File: config.mk
export PLATFORM = sky130hd
export DESIGN_NAME = argmax_sequencer
export DESIGN_NICKNAME = d
export VERILOG_FILES = /design/src/rtl/bnn_cls_pkg.sv /design/src/rtl/argmax_accum.sv /design/src/rtl/argmax_sequencer.sv
export SDC_FILE = /design/constraint.sdc
export NUM_CORES = 1
export LEC_CHECK = 0
export ABC_AREA = 1
export CELL_PAD_IN_SITES_DETAIL_PLACEMENT = 0
export CELL_PAD_IN_SITES_GLOBAL_PLACEMENT = 1
export CORE_MARGIN = 10
export CORE_UTILIZATION = 42
export CTS_CLUSTER_SIZE = 20
export DETAILED_ROUTE_END_ITERATION = 10
export HOLD_SLACK_MARGIN = 0.05
export PLACE_DENSITY = 0.84
export SYNTH_ARGS = -nofsm -noshare
export SYNTH_HDL_FRONTEND = slang
export SYNTH_SLANG_ARGS = --single-unit
File: constraint.sdc
create_clock -name clk -period 5 [get_ports clk]
set_input_delay 1 -clock clk [delete_from_list [all_inputs] [get_ports clk]]
set_output_delay 1 -clock clk [all_outputs]
set_load 0.1 [all_outputs]
File: src/rtl/bnn_cls_pkg.sv
// Shared types for the BNN classification stage: Q8.8 score type, sequencer states
// and the most-negative score used to seed the runner-up tracker.
package bnn_cls_pkg;

    typedef logic signed [15:0] score_t;

    typedef enum logic [1:0] {
        IDLE,
        SCAN,
        DONE
    } seq_state_t;

    localparam score_t SCORE_MIN = 16'sh8000;

endpackage

File: src/rtl/argmax_accum.sv
// Running argmax over a frame of signed Q8.8 scores; ties keep the lowest index.
// With ARGMAX_MARGIN_EN defined it also tracks the runner-up score and exposes max - second.
module argmax_accum
    import bnn_cls_pkg::*;
#(
    parameter int IW = 4
) (
    input  logic                clk,
    input  logic                rst,
    input  logic                i_beat,
    input  logic                i_first,
    input  logic [IW-1:0]       i_idx,
    input  logic signed [15:0]  i_score,
    output logic [IW-1:0]       o_idx_next
`ifdef ARGMAX_MARGIN_EN
    ,
    output logic [15:0]         o_margin_next
`endif
);

    score_t          r_max;
    logic [IW-1:0]   r_idx;
    score_t          w_max_next;
    logic [IW-1:0]   w_idx_next;
`ifdef ARGMAX_MARGIN_EN
    score_t          r_second;
    score_t          w_second_next;
`endif

    // Next-state values are exported so the sequencer can latch the final result
    // on the same edge that accepts the last beat.
    always_comb begin
        w_max_next    = r_max;
        w_idx_next    = r_idx;
`ifdef ARGMAX_MARGIN_EN
        w_second_next = r_second;
`endif
        if (i_beat) begin
            if (i_first) begin
                w_max_next    = i_score;
                w_idx_next    = '0;
`ifdef ARGMAX_MARGIN_EN
                w_second_next = SCORE_MIN;
`endif
            end else if (i_score > r_max) begin
                w_max_next    = i_score;
                w_idx_next    = i_idx;
`ifdef ARGMAX_MARGIN_EN
                w_second_next = r_max;
            end else if (i_score > r_second) begin
                w_second_next = i_score;
`endif
            end
        end
    end

    always_ff @(posedge clk) begin
        if (rst) begin
            r_max    <= '0;
            r_idx    <= '0;
`ifdef ARGMAX_MARGIN_EN
            r_second <= '0;
`endif
        end else begin
            r_max    <= w_max_next;
            r_idx    <= w_idx_next;
`ifdef ARGMAX_MARGIN_EN
            r_second <= w_second_next;
`endif
        end
    end

    assign o_idx_next = w_idx_next;
`ifdef ARGMAX_MARGIN_EN
    // True difference is never above 16'hFFFF, so the wrapped 16-bit result is exact.
    assign o_margin_next = w_max_next - w_second_next;
`endif

endmodule

File: src/rtl/argmax_sequencer.sv
// Final BNN classification controller: kicks the FC layer, scans IC scores, returns the argmax
// over a valid/ready result handshake. ARGMAX_MARGIN_EN adds a max-minus-runner-up margin port.
//
// state | meaning
// IDLE  | waiting for start
// SCAN  | accepting class scores, cnt = index of next beat
// DONE  | result_valid high, holding class_out until result_ready
module argmax_sequencer
    import bnn_cls_pkg::*;
#(
    parameter int IC         = 10,
    parameter int OUTPUT_BIT = $clog2(IC + 1)
) (
    input  logic                    clk,
    input  logic                    rst,
    input  logic                    start,
    output logic                    fc_start,
    input  logic                    score_valid,
    input  logic [15:0]             score,
    output logic                    score_ready,
    output logic [OUTPUT_BIT-1:0]   class_out,
    output logic                    result_valid,
    input  logic                    result_ready,
    output logic                    busy
`ifdef ARGMAX_MARGIN_EN
    ,
    output logic [15:0]             margin
`endif
);

    if (IC < 2) begin : g_ic_check
        $error("argmax_sequencer: IC must be >= 2");
    end

    localparam logic [OUTPUT_BIT-1:0] LAST = OUTPUT_BIT'(IC - 1);

    seq_state_t               r_state;
    logic [OUTPUT_BIT-1:0]    r_cnt;
    logic                     r_fc_start;
    logic                     r_score_ready;
    logic                     r_result_valid;
    logic                     r_busy;
    logic [OUTPUT_BIT-1:0]    r_class_out;
    logic [OUTPUT_BIT-1:0]    w_idx_next;
    logic                     w_beat;
`ifdef ARGMAX_MARGIN_EN
    logic [15:0]              r_margin;
    logic [15:0]              w_margin_next;
`endif

    assign w_beat = score_valid && r_score_ready;

    argmax_accum #(.IW(OUTPUT_BIT)) u_accum (
        .clk        (clk),
        .rst        (rst),
        .i_beat     (w_beat),
        .i_first    (r_cnt == '0),
        .i_idx      (r_cnt),
        .i_score    (score),
        .o_idx_next (w_idx_next)
`ifdef ARGMAX_MARGIN_EN
        ,
        .o_margin_next (w_margin_next)
`endif
    );

    always_ff @(posedge clk) begin
        if (rst) begin
            r_state        <= IDLE;
            r_cnt          <= '0;
            r_fc_start     <= 1'b0;
            r_score_ready  <= 1'b0;
            r_result_valid <= 1'b0;
            r_busy         <= 1'b0;
            r_class_out    <= '0;
`ifdef ARGMAX_MARGIN_EN
            r_margin       <= '0;
`endif
        end else begin
            r_fc_start <= 1'b0;
            case (r_state)
                IDLE: begin
                    if (start) begin
                        r_state       <= SCAN;
                        r_fc_start    <= 1'b1;
                        r_score_ready <= 1'b1;
                        r_busy        <= 1'b1;
                        r_cnt         <= '0;
                    end
                end
                SCAN: begin
                    if (w_beat) begin
                        if (r_cnt == LAST) begin
                            r_state        <= DONE;
                            r_score_ready  <= 1'b0;
                            r_result_valid <= 1'b1;
                            r_class_out    <= w_idx_next;
`ifdef ARGMAX_MARGIN_EN
                            r_margin       <= w_margin_next;
`endif
                        end else begin
                            r_cnt <= r_cnt + 1'b1;
                        end
                    end
                end
                DONE: begin
                    if (result_ready) begin
                        r_result_valid <= 1'b0;
                        // Back-to-back frames: a start coinciding with the ack skips IDLE.
                        if (start) begin
                            r_state       <= SCAN;
                            r_fc_start    <= 1'b1;
                            r_score_ready <= 1'b1;
                            r_cnt         <= '0;
                        end else begin
                            r_state <= IDLE;
                            r_busy  <= 1'b0;
                        end
                    end
                end
                default: begin
                    r_state <= IDLE;
                end
            endcase
        end
    end

    assign fc_start     = r_fc_start;
    assign score_ready  = r_score_ready;
    assign class_out    = r_class_out;
    assign result_valid = r_result_valid;
    assign busy         = r_busy;
`ifdef ARGMAX_MARGIN_EN
    assign margin       = r_margin;
`endif

endmodule

==> summary.md <==
| Metric | Value |
|---|---|
| Status | completed |
| P&R area growth vs syn | 21.52% |
| Cell Rows | 25 |
| Starting Density | 0.4312 |
| Final Hold Viols | 0 |
| Synth Register Bits | 34 |
| Antenna diode count | 0 |
| Setup CP Type | input pin to register |
| WHS | 0.4602 ns |
| Reg2reg path depth | 11 |
| R2r startpoint | u_accum.r_max[15] |
| Setup bufs post-CTS | 0 |
| Commonest cells after routing, fill and taps aside | nand2_1, inv_1, a21oi_1, dfxtp_1, nor2_1 |
| Syn_nets | 322 |
| Number of filler instances in the final layout | 483 |
| I/O pin cnt | 29 |
| RSZ-0062 raised after global routing | false |
| Cell repeated most along the worst path | nand2_4 |
| Cells after Synth | 282 |
| Routed WL | 4271 um |
| Final Max Slew Viols | 0 |
| Mapped Area | 2023 um^2 |
| Longest Clk Path Bufs | 2 |
| Sequential cell area | 680.7 um^2 |
| Hold/Removal Path Class | register to register |
| Vias post-DR | 1770 |
| CP max-delay cell | clkdlybuf4s50_1 |
| Reg clk slew, reported paths | 0.07 ns |
| CTS H-tree lvls | 2 |
| TritonCTS Buffers | 5 |
| Share of layout cells above drive strength 1 | 0.06149 |
| Synth Area per Inst | 7.174 um^2 |
| Setup crit end | u_accum.r_max[14] |
| CTS-repair resized insts | 0 |
| Place WS | 1.810 ns |
| Die X | 89.41 um |
| Leak pwr | 1.041 nW |
| Initial antenna violation count | 0 |
| First-pass GRT wire length | 7665 um |
| Post-route worst setup slack | 2.138 ns |
| GRT Total Usage | 0.1208 |
| Final min period | 2.862 ns |
| Critical path arrival | 3.04 ns |
| NumNets Final | 348 |
| Worst path top cell family by delay | simple AND/OR/NAND/NOR gates |
| GP Congestion | 0.8392 |
| Ys Warns | 0 |
| Worst-skew pair later-pin latency | 0.29 ns |
| First-pass DRT Iterations | 4 |
| Post-DR vias/cell | 4.876 |
| CTS tree | done |
| CTS sink cnt | 34 |
| GR Overflow Total | 0 |
| VDD IR max | 0.1468 mV |
| Dpl hpwl | 3030 um |
| Final setup TNS | 0 ns |
| Slew margin rel. | 0.3495 |
| Hold-fix buffers, CTS | 0 |
| Max FO, Critical Path | 32 |
| DRT iter0 DRCs | 66 |
| Final critical-path share of the clock period | 0.5723 |
| Fmax achieved | 0.3494 GHz |
| Reg-to-Reg End | u_accum.r_max[14] |
| Max-Cap Viols | 0 |
| CP Cell Sequence | clkdlybuf4s50_1 -> ha_1 -> a21oi_1 -> o21ai_1 -> a21oi_2 -> nand2_2 -> nand2_4 -> nand3_4 -> nand2_4 -> nand3b_1 -> nand2_1 -> nor2_1 |
| # DRC | 0 |
| Multi-input logic area | 1130 um^2 |
| CP Capture Type | register |
| DRT antenna net count | 0 |
| Post-synthesis cell type count | 28 |
| Final setup viols | 0 |
| Critical Path Start | score[15] |
| Commonest non-fill, non-tap cell in the layout | nand2_1 |
| Largest net degree at the start of global routing | 34 |
| Worst path depth | 12 |
| WP buf/inv | 1 |
| Data required, critical path | 5.18 ns |
| R2r setup slk | 2.94 ns |
| Critical Path Max Stage Delay | 0.43 ns |
| Port Buf Inserts | 28 |
| Core area | 4692 um^2 |
| Tightest Pin Transition | 0.9727 ns |
| Critical path startpoint category | input pin |
| Final Skew | 0.005482 ns |
| Routed WL per cell | 11.77 um |
| Pwr Density | 306.9 nW/um^2 |
| Post-synthesis sequential area ratio | 0.3364 |
| DIE HEIGHT | 89.41 um |
| Overall Power | 0.7546 mW |
| Vias in the first global route | 1725 |
| CTS root buffer | clkbuf_8 |
| Die Area | 7993 um^2 |
sequential cells by signal, indices dropped and copies added, names as in the netlist:
register       count
fc_start           1
r_state            2
u_accum.r_idx      4
r_cnt              4
u_accum.r_max     16
score_ready        1
class_out          4
result_valid       1
busy               1
worst min-delay path, stage by stage (launching register included):
cell,delay (ns)
dfxtp_1,0.31
nand2_1,0.06
a21oi_1,0.05
area by class of cell:
cell class	instances	share of cell area
Clock buffer	6	0.03359
Inverter	42	0.06412
Timing Repair Buffer	28	0.1140
Clock inverter	2	0.02443
Multi-Input combinational cell	197	0.4595
Tap cell	54	0.02748
Sequential cell	34	0.2768
routing by layer:
metal | GRT usage | share of wire
met5 | 0 | 0
met4 | 0.04769 | 0.015
met3 | 0.04011 | 0.060
met2 | 0.1947 | 0.46
met1 | 0.1444 | 0.47
logic make-up after synthesis:
family	synth area share
simple gates	0.3173
buf+inv	0.1051
compound gates	0.1237
flops	0.3364
fa+ha+maj	0.1175
power breakdown:
group          switching, mW  internal [mW]
Combinational         0.0880         0.0587
Clock                  0.105          0.213
Sequential           0.00691          0.283
Total                  0.200          0.555
worst min path at each step:
stage                      from                to  cells past startpoint
2_1_floorplan  u_accum.r_idx[0]  u_accum.r_idx[0]                      2
3_3_place_gp               busy              busy                      2
3_5_place_dp               busy              busy                      2
4_1_cts                    busy              busy                      2
5_1_grt                    busy              busy                      2
6_report                   busy              busy                      2
cell usage after synthesis:
cell type,n,area share
a21oi_1,35,0.087
buf_2,2,0.0049
dfxtp_1,34,0.34
inv_1,42,0.078
buf_4,1,0.0037
a31oi_1,1,0.0031
nand3b_1,15,0.056
nor2_2,1,0.0031
clkbuf_1,3,0.0056
nor2_1,33,0.061
a21oi_2,1,0.0043
o211ai_1,1,0.0037
nand3_2,2,0.0099
o21ai_1,1,0.0025
nand2_4,2,0.011
buf_6,2,0.011
nand3_1,13,0.032
nand2_2,3,0.0093
nor3_4,1,0.0080
nand4_1,5,0.015
nand2_1,52,0.096
nor3b_1,1,0.0037
nor3_1,1,0.0025
o21ai_0,8,0.020
buf_1,1,0.0019
nand3_4,1,0.0087
a21o_1,1,0.0037
ha_1,19,0.12
metrics by stage:
stage | utilization | instance area [um^2] | instances
after floorplan | - | 2023 | 282
after global placement | 0.4936 | 2316 | 355
after detailed placement | 0.4936 | 2316 | 355
after CTS | 0.5240 | 2459 | 363
after global routing | 0.5240 | 2459 | 363
final | 0.5240 | 2459 | 363
Power figures use the tool's default switching activity.
==> variant, RTL diff (same settings) <==
The 3 states of `seq_state_t` get a one-hot encoding in 3 bits.
--- a/src/rtl/bnn_cls_pkg.sv
+++ b/src/rtl/bnn_cls_pkg.sv
@@ -4,10 +4,10 @@
 
     typedef logic signed [15:0] score_t;
 
-    typedef enum logic [1:0] {
-        IDLE,
-        SCAN,
-        DONE
+    typedef enum logic [2:0] {
+        IDLE = 3'b001,
+        SCAN = 3'b010,
+        DONE = 3'b100
     } seq_state_t;
 
     localparam score_t SCORE_MIN = 16'sh8000;
Function: same outputs for any inputs over 10 cycles, from zero or initial values and one cycle with rst high; not proved beyond that.
==> variant against the original RTL <==
- sequential cell count up 1
- global-route usage shrank 1.0 points
- clock power shrank 16%
- synthesized area rose by 2.1%
- die area increased by 1.6%
- combinational power up 46%
- routed wire length fell by 0.35%
- sequential power rose by 7.6%
- cell count is 3.9% higher
- setup slack got worse by 0.069 ns
- hold slack better by 0.0062 ns
- cell area rose by 1.1%
- via count grew 3.0%
- power is 5.2% higher
- largest power group is now registers
==> variant: results (changes against the original RTL) <==
status=complete, no violations (unchanged); post-synthesis adder-cell area fraction=0.1151 (was 0.1175); Hold Path Sink=u_accum.r_idx[0]$_SDFF_PP0_ (was busy$_SDFFE_PP0P_); worst hold start=u_accum.r_idx[0]$_SDFF_PP0_ (was busy$_SDFFE_PP0P_); final setup margin=2.069 ns (was 2.138 ns); CP max stage cell=clkdlybuf4s50_1 (unchanged); clock root cell=clkbuf_8 (unchanged); Int Pwr=532.1 uW (was 554.6 uW); area of the multi-input gates=1154 um2 (was 1130 um2); Placement Setup Slack=1.769 ns (was 1.810 ns); fin cells=377 (was 363); clk_skew=0.004439 ns (was 0.005482 ns); first-pass GRT wire length=7603 um (was 7665 um); post-synth cell types=32 (was 28); fillers=488 (was 483); VDD IR max=0.0001779 V (was 0.0001468 V); share of cells above drive strength 1=0.06452 (was 0.06149); met1 Use GR=0.1318 (was 0.1444); Synth top cells by count=52 x nand2_1, 39 x inv_1, 37 x a21oi_1 (was 52 x nand2_1, 42 x inv_1, 35 x a21oi_1); fin nets=349 (was 348); area post-placement=2369 um2 (was 2316 um2); mux contribution to synthesized area=0 (unchanged); DR vias=1823 (was 1770); vias in the first global route=1710 (was 1725); Clock Sink Count=35 (was 34); gr usage total=0.1105 (was 0.1208); met2 Track Usage GR=0.1780 (was 0.1947); GR Util met3=0.03242 (was 0.04011); r2r setup slk=2.86 ns (was 2.94 ns); leakage power=1.034 nW (was 1.041 nW); number of non-clock inverters=40 (was 42); largest cells by area after synthesis=dfxtp_1 34%, ha_1 12%, nand2_1 9.4%, a21oi_1 9.0%, inv_1 7.1% (was dfxtp_1 34%, ha_1 12%, nand2_1 9.6%, a21oi_1 8.7%, inv_1 7.8%); DRT iter0 DRCs=83 (was 66); Multi-In Gates=199 (was 197); Clock Power Share=0.337 (was 0.421); largest net degree at the start of global routing=33 (was 34); signal buffers share of area=0.1128 (was 0.1140); Hold WS=0.4664 ns (was 0.4602 ns); drt wl/cell=11.29 um (was 11.77 um); Compound-Gate Fraction of Synth Area=0.1302 (was 0.1237); Clk. pwr=268 uW (was 318 uW); sequential cell area fraction in the yosys report=0.3392 (was 0.3364); P_comb=214 uW (was 147 uW); DP Wirelength=3090 um (was 3030 um); Post-Layout Inst Area=2485 um2 (was 2459 um2); Layout clock area frac=0.04683 (was 0.05802); Seq area share=0.2820 (was 0.2768); Post-Syn Instances=284 (was 282); syn_nets=324 (was 322); Slew @ Worst Pin=0.9736 ns (was 0.9727 ns)
==> variant: cell types whose count changed in the layout (fill, tap and decap cells not counted), moves of 2 or more <==
cell      before  now
a211oi_1       0    2
a21oi_1       35   37
inv_1         42   39
o21ai_0        8    5
==> variant: tightest hold or removal path, delay by kind of cell (launching register included) <==
kind / cells / cell delay [ns]
flip-flops: 1 / 0.31
AND/OR/NAND/NOR: 1 / 0.06
AO/OA/AOI/OAI: 1 / 0.05
==> variant: per-layer routing <==
layer  part of all wire  wire length, um  up-vias
li1                   -                -      975
met3              0.041              173       10
met4              0.020               87        0
met1               0.50             2118      796
met2               0.44             1877       42
met5                  0                0        -
==> variant: cell families (layout without fill, tap and decap cells) <==
logic type / after synthesis / in the layout
flip-flops: 35 / 35
buffers and inverters: 50 / 76
AO/OA/AOI/OAI: 50 / 50
AND/OR/NAND/NOR: 129 / 129
adder cells (fa/ha/maj): 19 / 19
XOR/XNOR: 1 / 1
